--- config.mk ---
export PLATFORM = sky130hd
export DESIGN_NAME = seq_detect_param
export DESIGN_NICKNAME = d
export VERILOG_FILES = /design/src/rtl/seq_detect_pkg.sv /design/src/rtl/sat_counter.sv /design/src/rtl/seq_detect_param.sv
export SDC_FILE = /design/constraint.sdc
export NUM_CORES = 1
export LEC_CHECK = 0
export CAP_MARGIN = 40
export CORE_ASPECT_RATIO = 0.8
export CORE_MARGIN = 4
export CORE_UTILIZATION = 46
export CTS_CLUSTER_DIAMETER = 150
export CTS_CLUSTER_SIZE = 12
export DETAILED_ROUTE_END_ITERATION = 10
export PLACE_DENSITY = 0.8
export SYNTH_ARGS = -nofsm -noshare
export SYNTH_HDL_FRONTEND = slang
export SYNTH_SLANG_ARGS = --single-unit
--- constraint.sdc ---
create_clock -name clk -period 2.19 [get_ports clk]
set_input_delay 0.5475 -clock clk [delete_from_list [all_inputs] [get_ports clk]]
set_output_delay 0.5475 -clock clk [all_outputs]
set_load 0.01 [all_outputs]
--- src/rtl/seq_detect_pkg.sv ---
// Shared types and helpers for the programmable serial sequence detector.
// Pattern and length fields are sized for the widest legal detector.
package seq_detect_pkg;

    localparam int MAX_LEN_MIN = 2;
    localparam int MAX_LEN_MAX = 32;
    localparam int CFG_LEN_W   = 6;

    typedef struct packed {
        logic [MAX_LEN_MAX-1:0] pattern;
        logic [CFG_LEN_W-1:0]   len;
        logic                   overlap;
    } seq_cfg_t;

    function automatic logic [MAX_LEN_MAX-1:0] len_mask(input logic [CFG_LEN_W-1:0] len);
        logic [MAX_LEN_MAX-1:0] m;
        m = '0;
        for (int i = 0; i < MAX_LEN_MAX; i++) begin
            if (i < int'(len)) m[i] = 1'b1;
        end
        return m;
    endfunction

endpackage

--- src/rtl/sat_counter.sv ---
// Saturating up-counter with synchronous clear; clear wins over increment.
module sat_counter #(
    parameter int W = 8
) (
    input  logic         clk,
    input  logic         rst,
    input  logic         inc,
    input  logic         clr,
    output logic [W-1:0] count
);

    always_ff @(posedge clk) begin
        if (rst || clr) begin
            count <= '0;
        end else if (inc && (count != '1)) begin
            count <= count + W'(1);
        end
    end

endmodule

--- src/rtl/seq_detect_param.sv ---
// Runtime-programmable Mealy bit-sequence detector with overlap control,
// input qualification and a saturating match counter.
module seq_detect_param
    import seq_detect_pkg::*;
#(
    parameter int MAX_LEN = 8,
    parameter int CNT_W   = 8,
    parameter int LEN_W   = $clog2(MAX_LEN + 1)
) (
    input  logic               clk,
    input  logic               rst,
    input  logic               cfg_load,
    input  logic [MAX_LEN-1:0] cfg_pattern,
    input  logic [LEN_W-1:0]   cfg_len,
    input  logic               cfg_overlap,
    input  logic               x_valid,
    input  logic               x,
    output logic               z,
    output logic [CNT_W-1:0]   match_cnt,
    input  logic               cnt_clr
);

    seq_cfg_t               cfg_q;
    // The oldest history bit can never take part in a match (the live bit
    // fills the last slot), so only MAX_LEN-1 bits are stored.
    logic [MAX_LEN-2:0]     hist;
    logic [LEN_W-1:0]       fill;
    logic                   x_bit;
    logic                   valid;
    logic [MAX_LEN-1:0]     window;
    logic [CFG_LEN_W-1:0]   len_in;
    logic                   fill_ok;
    logic                   pat_ok;
    logic                   match;

    assign x_bit   = (x === 1'b1);
    assign valid   = (x_valid === 1'b1);
    assign window  = {hist, x_bit};
    assign len_in  = (cfg_len > LEN_W'(MAX_LEN)) ? CFG_LEN_W'(MAX_LEN) : CFG_LEN_W'(cfg_len);
    assign fill_ok = (int'(fill) + 1) >= int'(cfg_q.len);
    assign pat_ok  = (((MAX_LEN_MAX'(window)) ^ cfg_q.pattern) & len_mask(cfg_q.len)) == '0;
    assign match   = !rst && !cfg_load && valid && (cfg_q.len != '0) && fill_ok && pat_ok;
    assign z       = match;

    always_ff @(posedge clk) begin
        if (rst) begin
            cfg_q.pattern <= '0;
            cfg_q.len     <= '0;
            cfg_q.overlap <= 1'b1;
            hist          <= '0;
            fill          <= '0;
        end else if (cfg_load) begin
            cfg_q.pattern <= MAX_LEN_MAX'(cfg_pattern);
            cfg_q.len     <= len_in;
            cfg_q.overlap <= cfg_overlap;
            hist          <= '0;
            fill          <= '0;
        end else if (valid) begin
            hist <= window[MAX_LEN-2:0];
            if (match && !cfg_q.overlap) begin
                fill <= '0;
            end else if (fill != LEN_W'(MAX_LEN)) begin
                fill <= fill + LEN_W'(1);
            end
        end
    end

    sat_counter #(.W(CNT_W)) u_cnt (
        .clk   (clk),
        .rst   (rst),
        .inc   (match),
        .clr   (cnt_clr),
        .count (match_cnt)
    );

endmodule

== After elaboration in Yosys (flattened, before gate mapping) ==
Index checks and enable logic that the tools add are counted.

* Muxes and demuxes: 35
* Equality and inequality tests: 4
* $lt $le $gt $ge: 34
* Reduce and logical (&&, ||, !) cells: 16
* Bitwise operators: 2
* Add/subtract/negate cells: 3

{| class="wikitable"
|+ Operators by type and width
! kind !! count
|-
| $lt A5 B6 Y1 const A || 16
|-
| $lt A4 B6 Y1 const A || 8
|-
| $and A8 B32 Y32 || 1
|-
| $logic_not A32 Y1 || 1
|-
| $mux W1 || 32
|-
| $lt A3 B6 Y1 const A || 4
|-
| $lt A1 B6 Y1 const A || 2
|-
| $lt A2 B6 Y1 const A || 2
|-
| $mux W4 || 3
|-
| $add A8 B1 Y8 const B || 1
|-
| $ne A8 B8 Y1 const B || 1
|-
| $xor A8 B8 Y8 || 1
|-
| $logic_and A1 B1 Y1 || 7
|-
| $ge A5 B6 Y1 || 1
|-
| $reduce_bool A6 Y1 || 1
|-
| $add A4 B1 Y5 const B || 1
|-
| $add A4 B1 Y4 const B || 1
|-
| $gt A4 B4 Y1 const B || 1
|-
| $ne A4 B4 Y1 const B || 1
|-
| $logic_not A1 Y1 || 3
|-
| $eqx A1 B1 Y1 const B || 2
|-
| $reduce_and A2 Y1 || 1
|-
| $reduce_bool A2 Y1 || 1
|-
| $reduce_or A2 Y1 || 1
|-
| $logic_or A1 B1 Y1 || 1
|}

* Input port bits: 19
* Register bits after elaboration: 34
* Word-level logic and storage cells: 100
* Output and inout port bits: 9

== Depth between registers and ports, before layout ==
* Word-level depth: 9
* Depth in mapped cells: 8
* Depth with buffers taken out: 8

== Modules after synthesis ==
From an unflattened synthesis, not the netlist that was laid out.

* Cell total of the unflattened synthesis: 177
* Area total of the unflattened synthesis: 1651.6 sq um

{| class="wikitable"
|+ Modules (own cells, without submodules)
! module !! area each (sq um) !! seq. area each (sq um) !! cells an instance !! instances
|-
| seq_detect_param || 1229.9 || 480.5 || 129 || 1
|-
| sat_counter || 421.7 || 160.2 || 48 || 1
|}

== Worst setup path after synthesis ==
Ideal clock, no wire load.

* Kind: input to output
* From: input cfg_load
* To: output z
* Path buffers: 1
* Path slack: -156 ps
* Arrival time: 1798 ps
* Data required time: 1642 ps
* Cell stages on the path: 5
* Path through: buf_6 > or3b_1 > a311oi_2 > o211ai_4 > nor3_2

* Word-level cells in the longest chain between the ends: 6

{| class="wikitable"
|+ Ends and longest elaborated chain
! what !! line !! text
|-
| from (decl) || seq_detect_param.sv:12 || <nowiki>input logic cfg_load,</nowiki>
|-
| $logic_not A1 Y1 || seq_detect_param.sv:42 || <nowiki>assign match = !rst && !cfg_load && valid && (cfg_q.len != '0) && fill_ok && pat_ok;</nowiki>
|-
| $logic_and A1 B1 Y1 (5 in series) || seq_detect_param.sv:42 ||
|-
| to (decl) || seq_detect_param.sv:18 || <nowiki>output logic z,</nowiki>
|}

No other way between the ends.

== Final worst setup path ==
* From: register fill[0]
* To: output z

* Word-level cells in the longest chain between the ends: 4

{| class="wikitable"
|+ Ends and longest elaborated chain
! what !! line !! text
|-
| from (decl) || seq_detect_param.sv:27 || <nowiki>logic [LEN_W-1:0] fill;</nowiki>
|-
| from (signal assigned) || seq_detect_param.sv:63 || <nowiki>fill <= fill + LEN_W'(1);</nowiki>
|-
| $add A4 B1 Y5 || seq_detect_param.sv:40 || <nowiki>assign fill_ok = (int'(fill) + 1) >= int'(cfg_q.len);</nowiki>
|-
| $ge A5 B6 Y1 || seq_detect_param.sv:40 ||
|-
| $logic_and A1 B1 Y1 (2 in series) || seq_detect_param.sv:42 ||
|}

No other way between the ends.

==> flow_summary.json <==
{
  "status": "finished, violations left",
  "highest_clock_rate_mhz": 386.5,
  "multi_input_area_sq_mm": 0.001214,
  "synth_nets": 216,
  "clock_skew_ns": 0.009356,
  "finish.cell_count_without_fillers": 295,
  "design.core.area_sq_mm": 0.003542,
  "power.switching_uw": 361.9,
  "avgSynthCellArea_sq_um": 9.246,
  "setup_viol": 4,
  "top_level_ports": 28,
  "combinationalPowerShare": 0.164,
  "max-slew-margin-rel": 0.6373,
  "cts.root.buffer_cell": "sky130_fd_sc_hd__clkbuf_8",
  "synth_cell_types": 44,
  "seqCellArea_sq_um": 649.4,
  "layout.core_utilization": 0.7231,
  "post-place-cells": 283,
  "violations_in_the_final_reports": "negative setup slack",
  "synthesis.area_sq_mm": 0.001757,
  "wirelength_mm": 4.473,
  "count_of_endpoints_failing_hold_in_the_final_timing_report": 0,
  "critical_path_cell_by_cell": "ha_4 > xor2_2 > ha_1 > o211ai_1 > a21oi_1 > buf_4 > o211ai_4 > nor3_4 > buf_2",
  "grt_antenna_before_repair": 0,
  "fillerInstances": 277,
  "synth.mux.area_fraction": 0.1368,
  "drive_gt1_frac": 0.2806,
  "die_y_um": 63.28,
  "worst_pin_slew_ns": 0.5421,
  "vdd_ir_drop_max_uv": 446.2,
  "hold_path.class": "reg -> reg",
  "die_w_um": 77.09,
  "antenna_left": 0,
  "power.density_cell_area_mw_per_mm2": 501.0,
  "die-area_sq_mm": 0.004878,
  "share_of_the_clock_period_used_by_the_worst_path": 1.181,
  "grt_setup_unrepaired": "true",
  "rows": 19,
  "floorplan.initialDensity": 0.4959,
  "final-max-slew-violation-count": 0,
  "critical-path-max-stage-delay_ns": 0.38,
  "area_growth_pct": 45.80,
  "yosysWarnings": 0,
  "grt_pass1_wl_mm": 7.058,
  "drtPass1Iterations": 4,
  "post-place-ws_ns": -0.9198,
  "final_cell_mix": "34 x sky130_fd_sc_hd__buf_4, 29 x sky130_fd_sc_hd__dfxtp_1, 24 x sky130_fd_sc_hd__mux2i_1",
  "critPathCaptureType": "primary output",
  "synth_seq_area_share": 0.3647,
  "synth-adder-area-share": 0.04986,
  "dp.final_hpwl_mm": 3.084,
  "post_synthesis_sequential_element_count": 32,
  "detail_route.drc_violations": 0,
  "power.share.clock": 0.361,
  "htree_depth": 2,
  "area_fraction_in_and_or_nand_and_nor_cells_after_synthesis": 0.2685,
  "dpl_cell_area_sq_mm": 0.002285,
  "path_max_fanout": 4,
  "layout_setup_ws_ns": -0.3971,
  "synth_compound_area_frac": 0.1004,
  "detail_route.iter0.violations": 134,
  "worst-endpoint-arrival_ns": 2.04,
  "placement.io_buffers": 27,
  "final_non_filler_cell_area_sq_mm": 0.002561,
  "nNetsFinal": 278,
  "clock_sinks": 32,
  "setup_tns_ns": -0.5329,
  "ctsHoldBuffers": 0,
  "number_of_flops_mapped_to_enable_cells_by_yosys": 0,
  "timing.critical_path.slowest_stage_cell": "sky130_fd_sc_hd__dfxtp_4",
  "layout_min_cycle_time_ns": 2.587,
  "synth_top_family_by_area": "simple AND/OR/NAND/NOR gates",
  "switching_share": 0.2821,
  "leakagePower_uw": 0.001044,
  "mostFrequentLayoutCell": "sky130_fd_sc_hd__buf_4",
  "avgViaCountPerCell": 5.451,
  "synthCells": 190,
  "routedWlPerCell_um": 15.16,
  "cts.clk_slew.worst_paths_ns": 0.08,
  "track_usage": 0.1823,
  "yosys_most_used_dff": "sky130_fd_sc_hd__dfxtp_1",
  "dr_total_vias": 1608,
  "gp_congestion": 0.9000,
  "postSynth.asyncResetShare": 0,
  "cts_tree": "built",
  "worstPathRequired_ns": 1.64,
  "grt_pass1_vias": 1542,
  "cts_inserted_buffers": 5,
  "setup.worst_path.start_class": "flop",
  "post_synth_xor_area_fraction": 0.04986,
  "p_int_uw": 921.1,
  "num_antenna_cells": 0,
  "clock_latency_ns": 0.30,
  "maximum_number_of_pins_on_one_net_before_global_route_repair": 24,
  "worstSetupPathType": "reg -> out",
  "sequentialPowerShare": 0.475,
  "cts_buffer_depth": 2,
  "grt_overflow_total": 0,
  "max_cap_violations": 0
}
==> critical path: cells and delay by family, from the launching register on <==
| family | cells | cell delay [ns] |
|---|---|---|
| adder cells (fa/ha/maj) | 2 | 0.44 |
| flip-flops | 1 | 0.38 |
| buffers and inverters | 2 | 0.31 |
| AO/OA/AOI/OAI | 3 | 0.29 |
| XOR/XNOR | 1 | 0.15 |
| AND/OR/NAND/NOR | 1 | 0.16 |
==> per-layer routing <==
layer | track usage | vias to the layer above | part of all wire
li1 | - | 808 | -
met1 | 0.2465 | 749 | 0.47
met2 | 0.2685 | 39 | 0.46
met3 | 0.04416 | 12 | 0.052
met4 | 0.09333 | 0 | 0.025
met5 | 0 | - | 0
==> final cells by class <==
type / instances / share of cell area
Clock inverter: 3 / 0.007328
Inverter: 5 / 0.008305
Clock buffer: 5 / 0.02687
Sequential cell: 32 / 0.2535
Timing Repair Buffer: 62 / 0.2096
Tap cell: 42 / 0.02052
Multi-Input combinational cell: 146 / 0.4739
==> what timing repair did <==
item                                    4_1_cts  5_1_grt
endpoints found under the setup margin       10       11
resized for setup                            16       20
setup buffers                                 1        3
pin swaps                                     6       14
==> sequential cells by signal (all words and copies together), names as in the netlist <==
name,count
fill,4
cfg_q,13
u_cnt.count,8
hist,7
==> worst paths after layout <==
path	from	endpoint	slack (ns)	cells past startpoint
max	fill[0]$_SDFFE_PP0P_	z	-0.40	9
min	u_cnt.count[4]$_SDFFE_PP0P_	u_cnt.count[4]$_SDFFE_PP0P_	0.51	2
max reg2reg	fill[0]$_SDFFE_PP0P_	fill[1]$_SDFFE_PP0P_	-0.10	12
min reg2reg	u_cnt.count[4]$_SDFFE_PP0P_	u_cnt.count[4]$_SDFFE_PP0P_	0.51	2
==> stage by stage <==
stage	hold WS (ns)	power [uW]
3_5_place_dp	0.4881	814.2
6_report	0.5068	1283
4_1_cts	0.4971	1276
2_1_floorplan	0.4807	725.4
5_1_grt	0.5444	1343
3_3_place_gp	0.4756	809.8
==> logic make-up (layout without fill, tap and decap cells) <==
kind of cell             after synthesis  after routing
AND/OR/NAND/NOR                       82             82
flip-flops                            32             32
multiplexers                          24             24
AO/OA/AOI/OAI                         23             23
buffers and inverters                 12             75
XOR/XNOR                              10             10
adder cells (fa/ha/maj)                7              7
==> synth_stat cells (all sizes together), types with 3 or more instances <==
library cell | instances | area [sq um]
nor2 | 23 | 88.84
o21ai | 3 | 15.01
nand2 | 13 | 48.80
ha | 7 | 87.58
a21oi | 7 | 38.79
xnor2 | 3 | 26.28
nor2b | 5 | 31.28
xor2 | 7 | 61.31
mux2i | 24 | 240.2
inv | 5 | 18.77
nand3 | 6 | 30.03
or2 | 3 | 18.77
dfxtp | 32 | 640.6
nor3 | 4 | 25.02
nand4 | 4 | 25.02
or3 | 8 | 50.05
clkbuf | 5 | 18.77
and3 | 5 | 31.28
nor4 | 6 | 83.83
==> power by group through the flow <==
stage | logic (uW) | clock network, uW | registers, uW
2_1_floorplan | 105 | 0 | 620
3_3_place_gp | 188 | 0 | 621
3_5_place_dp | 192 | 0 | 622
4_1_cts | 194 | 473 | 609
5_1_grt | 229 | 502 | 611
6_report | 211 | 463 | 609
No activity file was read; power rests on OpenSTA's default activity.
